<file path="src/rtl/pipo_load_arbiter.sv">
// ---------------------------------------------------------------------------
// pipo_load_arbiter
//
// Shares a single PIPO holding register between NREQ requesters. A
// round-robin search picks one pending requester, drives the register's
// load strobe and parallel input (PI) for exactly one cycle, then keeps the
// bus quiet for HOLD_CYCLES cycles so consumers can read the register
// output before anything else is loaded. The index of the requester whose
// data currently sits in the register is reported on owner.
//
// Ports
//   clk          rising-edge clock
//   rst          asynchronous reset, active-low
//   req          level request, bit i belongs to requester i
//   data         requester i payload at data[i*WIDTH +: WIDTH]
//   gnt          one-hot grant, high only during the GRANT cycle
//   load         load strobe to the PIPO register (equals |gnt)
//   PI           parallel data to the PIPO register
//   owner        index of the requester that was loaded last
//   owner_valid  high once any load has happened since reset
//   busy         high whenever the arbiter is not idle
//
// Parameters
//   NREQ         number of requesters (2..8)
//   WIDTH        payload / register width
//   HOLD_CYCLES  quiet cycles after each load before re-arbitration (>=1)
// ---------------------------------------------------------------------------
module pipo_load_arbiter #(
    parameter int NREQ        = 4,
    parameter int WIDTH       = 4,
    parameter int HOLD_CYCLES = 2
) (
    input  logic                    clk,
    input  logic                    rst,
    input  logic [NREQ-1:0]         req,
    input  logic [NREQ*WIDTH-1:0]   data,
    output logic [NREQ-1:0]         gnt,
    output logic                    load,
    output logic [WIDTH-1:0]        PI,
    output logic [$clog2(NREQ)-1:0] owner,
    output logic                    owner_valid,
    output logic                    busy
);

    localparam int IW = $clog2(NREQ);
    // Sized so that HOLD_CYCLES-1 always fits, including HOLD_CYCLES == 1.
    localparam int CW = $clog2(HOLD_CYCLES + 1);

    // After reset the pointer sits on the last requester so that the first
    // search starts at requester 0.
    localparam logic [IW-1:0] PTR_RESET = IW'(NREQ - 1);
    localparam logic [CW-1:0] HOLD_LOAD = CW'(HOLD_CYCLES - 1);

    typedef enum logic [1:0] {
        IDLE  = 2'd0,
        GRANT = 2'd1,
        HOLD  = 2'd2
    } state_t;

    state_t          state;
    logic [IW-1:0]   last_winner;
    logic [CW-1:0]   hold_cnt;

    logic            found;
    logic [IW-1:0]   win;
    logic [NREQ-1:0] win_onehot;
    logic [WIDTH-1:0] win_data;

    // Round-robin search: candidates are visited starting one past the
    // previous winner and wrapping around, so the previous winner itself is
    // examined last and therefore has the lowest priority. The modulo keeps
    // this correct for requester counts that are not a power of two.
    always_comb begin
        found = 1'b0;
        win   = last_winner;
        for (int k = 1; k <= NREQ; k++) begin
            if (!found && req[(int'(last_winner) + k) % NREQ]) begin
                found = 1'b1;
                win   = IW'((int'(last_winner) + k) % NREQ);
            end
        end
    end

    // Grant vector and payload of the selected requester.
    always_comb begin
        win_onehot      = '0;
        win_onehot[win] = 1'b1;
        win_data        = data[int'(win)*WIDTH +: WIDTH];
    end

    // Control FSM with every output registered. The data seen at the
    // arbitration edge is captured into PI and then held untouched through
    // GRANT, HOLD and any following IDLE cycles, so later changes on data
    // never reach the register. An async reset abandons whatever sequence
    // was in progress and puts the pointer back to its reset value.
    always_ff @(posedge clk or negedge rst) begin
        if (!rst) begin
            state       <= IDLE;
            last_winner <= PTR_RESET;
            hold_cnt    <= '0;
            gnt         <= '0;
            load        <= 1'b0;
            PI          <= '0;
            owner       <= '0;
            owner_valid <= 1'b0;
            busy        <= 1'b0;
        end else begin
            case (state)
                IDLE: begin
                    if (found) begin
                        state       <= GRANT;
                        gnt         <= win_onehot;
                        load        <= 1'b1;
                        PI          <= win_data;
                        owner       <= win;
                        owner_valid <= 1'b1;
                        last_winner <= win;
                        busy        <= 1'b1;
                    end
                end

                GRANT: begin
                    gnt      <= '0;
                    load     <= 1'b0;
                    hold_cnt <= HOLD_LOAD;
                    state    <= HOLD;
                end

                HOLD: begin
                    if (hold_cnt == '0) begin
                        state <= IDLE;
                        busy  <= 1'b0;
                    end else begin
                        hold_cnt <= hold_cnt - 1'b1;
                    end
                end

                default: begin
                    state <= IDLE;
                    gnt   <= '0;
                    load  <= 1'b0;
                    busy  <= 1'b0;
                end
            endcase
        end
    end

    // Structural invariants of the grant interface.
    a_load_matches_gnt: assert property (@(posedge clk) disable iff (!rst)
        load == (|gnt));
    a_gnt_onehot0: assert property (@(posedge clk) disable iff (!rst)
        $onehot0(gnt));

endmodule

</file>
<file path="config.mk">
export PLATFORM = sky130hd
export DESIGN_NAME = pipo_load_arbiter
export DESIGN_NICKNAME = d
export VERILOG_FILES = /design/src/rtl/pipo_load_arbiter.sv
export SDC_FILE = /design/constraint.sdc
export NUM_CORES = 1
export LEC_CHECK = 0
export CAP_MARGIN = 15
export CORE_MARGIN = 4
export CORE_UTILIZATION = 50
export CTS_BUF_LIST = sky130_fd_sc_hd__clkbuf_4
export CTS_CLUSTER_DIAMETER = 30
export CTS_CLUSTER_SIZE = 12
export DETAILED_ROUTE_END_ITERATION = 6
export GPL_ROUTABILITY_DRIVEN = 0
export PLACE_DENSITY = 0.87
export SLEW_MARGIN = 15
export SYNTH_ARGS = -nofsm -noshare
export SYNTH_HDL_FRONTEND = slang
export SYNTH_SLANG_ARGS = --single-unit
</file>
<file path="constraint.sdc">
create_clock -name clk -period 6.5 [get_ports clk]
set_input_delay 1.3 -clock clk [delete_from_list [all_inputs] [get_ports clk]]
set_output_delay 1.3 -clock clk [all_outputs]
set_load 0.02 [all_outputs]
</file>
==> flow_metrics.env, run 1 <==
export IMPL_clk_pin_slew_ns=0.11
export IMPL_worst_path_max_delay_cell="or4_4"
export IMPL_fill_cells=163
export IMPL_synth_xor_area_share=0
export IMPL_crit_chain="clkdlybuf4s50_1 -> nor4_1 -> or3_1 -> or4_4 -> o32ai_1 -> a21oi_1"
export IMPL_drt_vias_per_instance=5.461
export IMPL_clk_latency_ns=0.30
export IMPL_critical_path_class="primary input to flop"
export IMPL_final_common_cell="clkdlybuf4s50_1"
export IMPL_final_cell_mix="clkdlybuf4s50_1 (34), dfrtp_1 (17), nor2_1 (11), nand2_1 (10), a21oi_1 (7)"
export IMPL_wire_per_inst_um=14.87
export IMPL_cp_required_ns=6.68
export IMPL_chipHeight_um=53.00
export IMPL_place_inst=161
export IMPL_post_cts_resized=0
export IMPL_synthCells=105
export IMPL_placed_cell_area_um2=1350
export IMPL_cp_top_family="simple AND/OR/NAND/NOR gates"
export IMPL_std_cell_rows=16
export IMPL_worst_path_buf_inv=1
export IMPL_yosysTopAreaCell="dfrtp_1"
export IMPL_initial_core_util=0.5213
export IMPL_synth_compound_area_frac=0.1928
export IMPL_ys_ff_latch=19
export IMPL_cts_sinks=19
export IMPL_antenna_found_initial=0
export IMPL_start_kind="primary input"
export IMPL_maxCapViolations=0
export IMPL_cts_root_buffer="clkbuf_4"
export IMPL_worst_pin_slew_ns=0.8569
export IMPL_setup_violations_final=0
export IMPL_synth_top_family_by_area="simple AND/OR/NAND/NOR gates"
export IMPL_die_area_um2=2808
export IMPL_nets=162
export IMPL_portBuffers=34
export IMPL_min_period_ns=3.256
export IMPL_yosysSeqAreaShare=0.4722
export IMPL_grt_pass1_wl_um=3939
export IMPL_hold_viol_final=0
export IMPL_leakage_nw=0.5752
export IMPL_drc=0
export IMPL_grt_max_degree=20
export IMPL_multiInputGateArea_um2=475.5
export IMPL_outcome="completed"
export IMPL_cts_buffers=3
export IMPL_synth_mux_area_frac=0.06057
export IMPL_synth_simple_area_share=0.2040
export IMPL_ys_warn_count=0
export IMPL_die_w_um=53.00
export IMPL_skew_ns=0.002682
export IMPL_vias=901
export IMPL_synthTopCellsByArea="dfrtp_1 (42%), dfstp_2 (5.2%), mux2i_1 (4.9%)"
export IMPL_critPathMaxStageDelay_ns=0.62
export IMPL_synth_cell_types=34
export IMPL_clockBufferDepth=2
export IMPL_cts_tree="done"
export IMPL_path_max_fanout=8
export IMPL_total_power_mw=0.6262
export IMPL_ios=35
export IMPL_vdd_drop_max_v=0.0003643
export IMPL_coreArea_um2=1942
export IMPL_min_period_over_period=0.5009
export IMPL_max_freq_mhz=307.1
export IMPL_grt_setup_unrepaired="false"
export IMPL_postRouteAntennaNets=0
export IMPL_drt_pre_antenna_iters=4
export IMPL_detailed_place_hpwl_um=1952
export IMPL_hold_path_class="flop to flop"
export IMPL_drive_above_1_share=0.07246
export IMPL_holdWs_ns=0.4948
export IMPL_track_usage=0.1998
export IMPL_power_density_nw_per_um2=454.5
export IMPL_synth_top_cell_area_share=0.4203
export IMPL_cp_data_arrival_time_ns=3.44
export IMPL_crit_path_end_kind="flop"
export IMPL_seq_area_um2=478.0
export IMPL_holdBufCountCts=0
export IMPL_synth_fa_ha_area_frac=0.01236
export IMPL_slew_headroom=0.4270
export IMPL_syn_nets=128
export IMPL_finalSetupTns_ns=0
export IMPL_crit_cells=6
export IMPL_syn_area_per_cell_um2=9.640
export IMPL_ff2ff_path_depth=4
export IMPL_fin_area_um2=1378
export IMPL_hold_path_depth=2
export IMPL_drt_iter0_markers=9
export IMPL_report_final_slew_viol_count=0
export IMPL_insertedDiodeCount=0
export IMPL_synth_area_um2=1012
export IMPL_postCtsSetupBuffers=0
export IMPL_wirelength_um=2453
export IMPL_grt_pass1_vias=880
export IMPL_final_cells=165
export IMPL_grt_ovfl_total=0
export IMPL_area_growth_pct=36.09
export IMPL_h_tree_depth=1
==> metal layers <==
metal / global-route usage / up-vias / wire length, um
li1: - / 450 / -
met1: 0.2716 / 434 / 1147
met2: 0.3140 / 13 / 1210
met3: 0.05352 / 4 / 67
met4: 0.05106 / 0 / 27
met5: 0 / - / 0
==> where the power goes <==
part           internal [mW]  leakage, nW  switching [mW]
combinational          0.161        0.337           0.185
clock                 0.0230       0.0177          0.0377
sequential             0.177        0.221          0.0429
total                  0.361        0.575           0.265
==> final timing paths <==
| kind | from | end | slack [ns] |
|---|---|---|---|
| worst max-delay path | req[0] | PI[1]$_DFFE_PN0P_ | 3.24 |
| worst min-delay path | owner[1]$_DFFE_PN0P_ | owner[1]$_DFFE_PN0P_ | 0.49 |
| worst max register to register | state[1]$_DFFE_PN0P_ | PI[1]$_DFFE_PN0P_ | 4.33 |
| worst min register to register | owner[1]$_DFFE_PN0P_ | owner[1]$_DFFE_PN0P_ | 0.49 |
| max in group asynchronous | rst | hold_cnt[0]$_DFFE_PN0P_ | 4.50 |
| min in group asynchronous | rst | PI[2]$_DFFE_PN0P_ | 1.47 |
==> per-stage QoR <==
step,util,setup WS (ns)
3_5_place_dp,0.6952,2.910
3_3_place_gp,0.6952,3.038
6_report,0.7094,3.244
2_1_floorplan,-,3.616
5_1_grt,0.7094,3.129
4_1_cts,0.7094,3.226
==> final cells by class <==
| cell class | count | area share |
|---|---|---|
| clock buffers | 3 | 0.01635 |
| well taps | 27 | 0.02452 |
| multi-input cells | 75 | 0.3451 |
| repair buffers | 34 | 0.2470 |
| flip-flops and latches | 19 | 0.3470 |
| clock inverters | 1 | 0.003633 |
| inverters | 6 | 0.01635 |
==> cells by family after synthesis <==
family / after synthesis
AO/OA/AOI/OAI: 29
adder cells (fa/ha/maj): 1
buffers and inverters: 11
flip-flops: 19
multiplexers: 6
AND/OR/NAND/NOR: 39
==> synth_stat cells <==
master	n
dfrtp_1	17
nor2_1	11
nand2_1	10
a21oi_1	7
inv_1	5
mux2i_1	5
nand2b_1	5
o21ai_0	5
and4_1	4
o31a_1	4
o32ai_1	4
buf_2	2
buf_6	2
dfstp_2	2
nand3_1	2
o21ai_1	2
a21boi_1	1
a21o_1	1
a32o_1	1
and3_1	1
clkbuf_1	1
clkinv_1	1
ha_1	1
mux2_2	1
nor3_1	1
nor3_2	1
nor4_1	1
o21a_1	1
o22a_1	1
o22ai_1	1
o31ai_1	1
or2_2	1
or3_1	1
or4_4	1
==> state kept, by name (all words and copies together) (netlist names) <==
register,cells
PI,4
busy,1
gnt,4
hold_cnt,2
last_winner,2
load,1
owner,2
owner_valid,1
state,2
==> tightest hold or removal path, cell delays in order (launching register included) <==
cell and delay [ns]:
dfrtp_1 0.36, nand2_1 0.05, nand2_1 0.06
No activity file was read; power rests on OpenSTA's default activity.
==> run 2, diff against run 1 <==
--- a/config.mk
+++ b/config.mk
@@ -7,13 +7,13 @@
 export LEC_CHECK = 0
 export CAP_MARGIN = 15
 export CORE_MARGIN = 4
-export CORE_UTILIZATION = 50
+export CORE_UTILIZATION = 42
 export CTS_BUF_LIST = sky130_fd_sc_hd__clkbuf_4
 export CTS_CLUSTER_DIAMETER = 30
 export CTS_CLUSTER_SIZE = 12
 export DETAILED_ROUTE_END_ITERATION = 6
 export GPL_ROUTABILITY_DRIVEN = 0
-export PLACE_DENSITY = 0.87
+export PLACE_DENSITY = 0.78
 export SLEW_MARGIN = 15
 export SYNTH_ARGS = -nofsm -noshare
 export SYNTH_HDL_FRONTEND = slang
==> constraint.sdc (replaced) <==
create_clock -name clk -period 2.8 [get_ports clk]
set_input_delay 0.56 -clock clk [delete_from_list [all_inputs] [get_ports clk]]
set_output_delay 0.56 -clock clk [all_outputs]
set_load 0.02 [all_outputs]
==> run 2 against run 1 <==
Effect of this change:
- sequential cell count is the same
- clock skew grew 0.0032 ns
- register-to-register slack lost 3.6 ns
- wire length grew 5.1%
- first-iteration DRC count grew to 3.2 times the previous value
- via count grew 2.2%
- die area grew 16%
- sequential power grew 140%
- critical path depth is the same
- count of clock-buffer cells in the layout is the same
- design area grew 0.64%
- critical path type unchanged
- non-clock buffer count grew 1
==> flow_metrics.env, run 2 (synthesis results as in run 1) <==
export IMPL_grt_setup_unrepaired="false"
export IMPL_post_route_util=0.6149
export IMPL_cts_root_buffer="clkbuf_4"
export IMPL_drive_above_1_share=0.07914
export IMPL_clk_pin_slew_ns=0.10
export IMPL_slew_headroom=0.4416
export IMPL_cp_required_ns=2.98
export IMPL_finalWorstSetupSlack_ns=0.3956
export IMPL_cts_buffers=3
export IMPL_multiInputGateArea_um2=475.5
export IMPL_antenna_found_initial=0
export IMPL_crit_cells=6
export IMPL_chipHeight_um=57.09
export IMPL_leakage_nw=0.5798
export IMPL_postRouteAntennaNets=0
export IMPL_die_w_um=57.09
export IMPL_clk_latency_ns=0.30
export IMPL_postCtsSetupBuffers=0
export IMPL_ff2ff_path_depth=4
export IMPL_drt_pre_antenna_iters=4
export IMPL_post_cts_resized=0
export IMPL_outcome="completed"
export IMPL_hold_path_class="flop to flop"
export IMPL_final_cell_mix="clkdlybuf4s50_1 (34), dfrtp_1 (17), nor2_1 (11), nand2_1 (10), a21oi_1 (7)"
export IMPL_holdBufCountCts=0
export IMPL_min_period_over_period=0.8587
export IMPL_drt_iter0_markers=29
export IMPL_worst_path_max_delay_cell="or4_4"
export IMPL_h_tree_depth=1
export IMPL_worst_pin_slew_ns=0.8350
export IMPL_wirelength_um=2577
export IMPL_cts_tree="done"
export IMPL_place_inst=163
export IMPL_ios=35
export IMPL_drt_vias_per_instance=5.515
export IMPL_skew_ns=0.005923
export IMPL_finalSetupTns_ns=0
export IMPL_seq_area_um2=478.0
export IMPL_crit_chain="clkdlybuf4s50_1 -> nor4_1 -> or3_1 -> or4_4 -> o32ai_1 -> a21oi_1"
export IMPL_cp_top_family="simple AND/OR/NAND/NOR gates"
export IMPL_crit_path_end_kind="flop"
export IMPL_portBuffers=34
export IMPL_nets=163
export IMPL_min_period_ns=2.404
export IMPL_area_growth_pct=36.96
export IMPL_die_area_um2=3259
export IMPL_track_usage=0.1631
export IMPL_vias=921
export IMPL_critical_path_class="primary input to flop"
export IMPL_fill_cells=209
export IMPL_critPathMaxStageDelay_ns=0.60
export IMPL_placed_cell_area_um2=1359
export IMPL_grt_pass1_wl_um=4181
export IMPL_holdWs_ns=0.4858
export IMPL_maxCapViolations=0
export IMPL_coreArea_um2=2255
export IMPL_total_power_mw=1.475
export IMPL_std_cell_rows=17
export IMPL_report_final_slew_viol_count=0
export IMPL_grt_max_degree=20
export IMPL_cts_sinks=19
export IMPL_power_density_nw_per_um2=1064
export IMPL_hold_path_depth=1
export IMPL_worst_path_buf_inv=1
export IMPL_setup_violations_final=0
export IMPL_vdd_drop_max_v=0.0006688
export IMPL_path_max_fanout=7
export IMPL_wire_per_inst_um=15.43
export IMPL_pre_cts_slack_ns=0.1027
export IMPL_clockBufferDepth=2
export IMPL_drc=0
export IMPL_initial_core_util=0.4489
export IMPL_final_common_cell="clkdlybuf4s50_1"
export IMPL_detailed_place_hpwl_um=2027
export IMPL_grt_pass1_vias=957
export IMPL_final_cells=167
export IMPL_start_kind="primary input"
export IMPL_largestRegisters="PI: 4 flops, gnt: 4 flops"
export IMPL_cp_data_arrival_time_ns=2.59
export IMPL_insertedDiodeCount=0
export IMPL_fin_area_um2=1386
export IMPL_max_freq_mhz=415.9
export IMPL_hold_viol_final=0
export IMPL_grt_ovfl_total=0
[run 2: changes by cell type in the layout (fill, tap and decap cells not counted), sizes merged]
cell / change
buf: +1
[run 2: power breakdown]
part           internal, mW  total, mW  leakage [nW]  switching (mW)
clock                0.0533      0.141        0.0177          0.0875
combinational         0.384      0.817         0.341           0.433
sequential            0.410      0.518         0.221           0.108
[run 2: area by class of cell]
type	instances	area share
sequential	19	0.3448
multi-input combinational	75	0.3430
timing repair buffer	35	0.2509
tap	28	0.02527
clock buffer	3	0.01625
inverter	6	0.01625
clock inverter	1	0.003610
[run 2: worst register-to-register path: cells and delay by family (launching register included)]
kind	cells	cell delay, ns
compound gates	2	0.42
flops	1	0.48
simple gates	2	1.03
[run 2: path summary, 6_finish.rpt]
| check | slack, ns | from | end |
|---|---|---|---|
| setup / recovery | 0.40 | req[0] | PI[1]$_DFFE_PN0P_ |
| max in group asynchronous | 1.56 | rst | gnt[3]$_DFFE_PN0P_ |
| hold / removal | 0.49 | owner_valid$_DFFE_PN0P_ | owner_valid$_DFFE_PN0P_ |
| hold reg to reg | 0.49 | owner_valid$_DFFE_PN0P_ | owner_valid$_DFFE_PN0P_ |
| min in group asynchronous | 0.73 | rst | busy$_DFFE_PN0P_ |
| setup reg to reg | 0.75 | state[1]$_DFFE_PN0P_ | PI[1]$_DFFE_PN0P_ |
[run 2: per-layer routing]
layer | wire length, um | vias to the layer above | track usage
met5 | 0 | - | 0
met4 | 55 | 0 | 0.06623
met3 | 145 | 6 | 0.04299
met2 | 1238 | 27 | 0.2692
met1 | 1137 | 436 | 0.2023
li1 | - | 452 | -
==> run 3, diff against run 2 <==
--- a/config.mk
+++ b/config.mk
@@ -5,7 +5,8 @@
 export SDC_FILE = /design/constraint.sdc
 export NUM_CORES = 1
 export LEC_CHECK = 0
-export CAP_MARGIN = 15
+export ABC_CLOCK_PERIOD_IN_PS = 2800
+export CAP_MARGIN = 20
 export CORE_MARGIN = 4
 export CORE_UTILIZATION = 42
 export CTS_BUF_LIST = sky130_fd_sc_hd__clkbuf_4
==> results of run 3 <==
Final layout, timing and power as in run 2 (identical DEF).
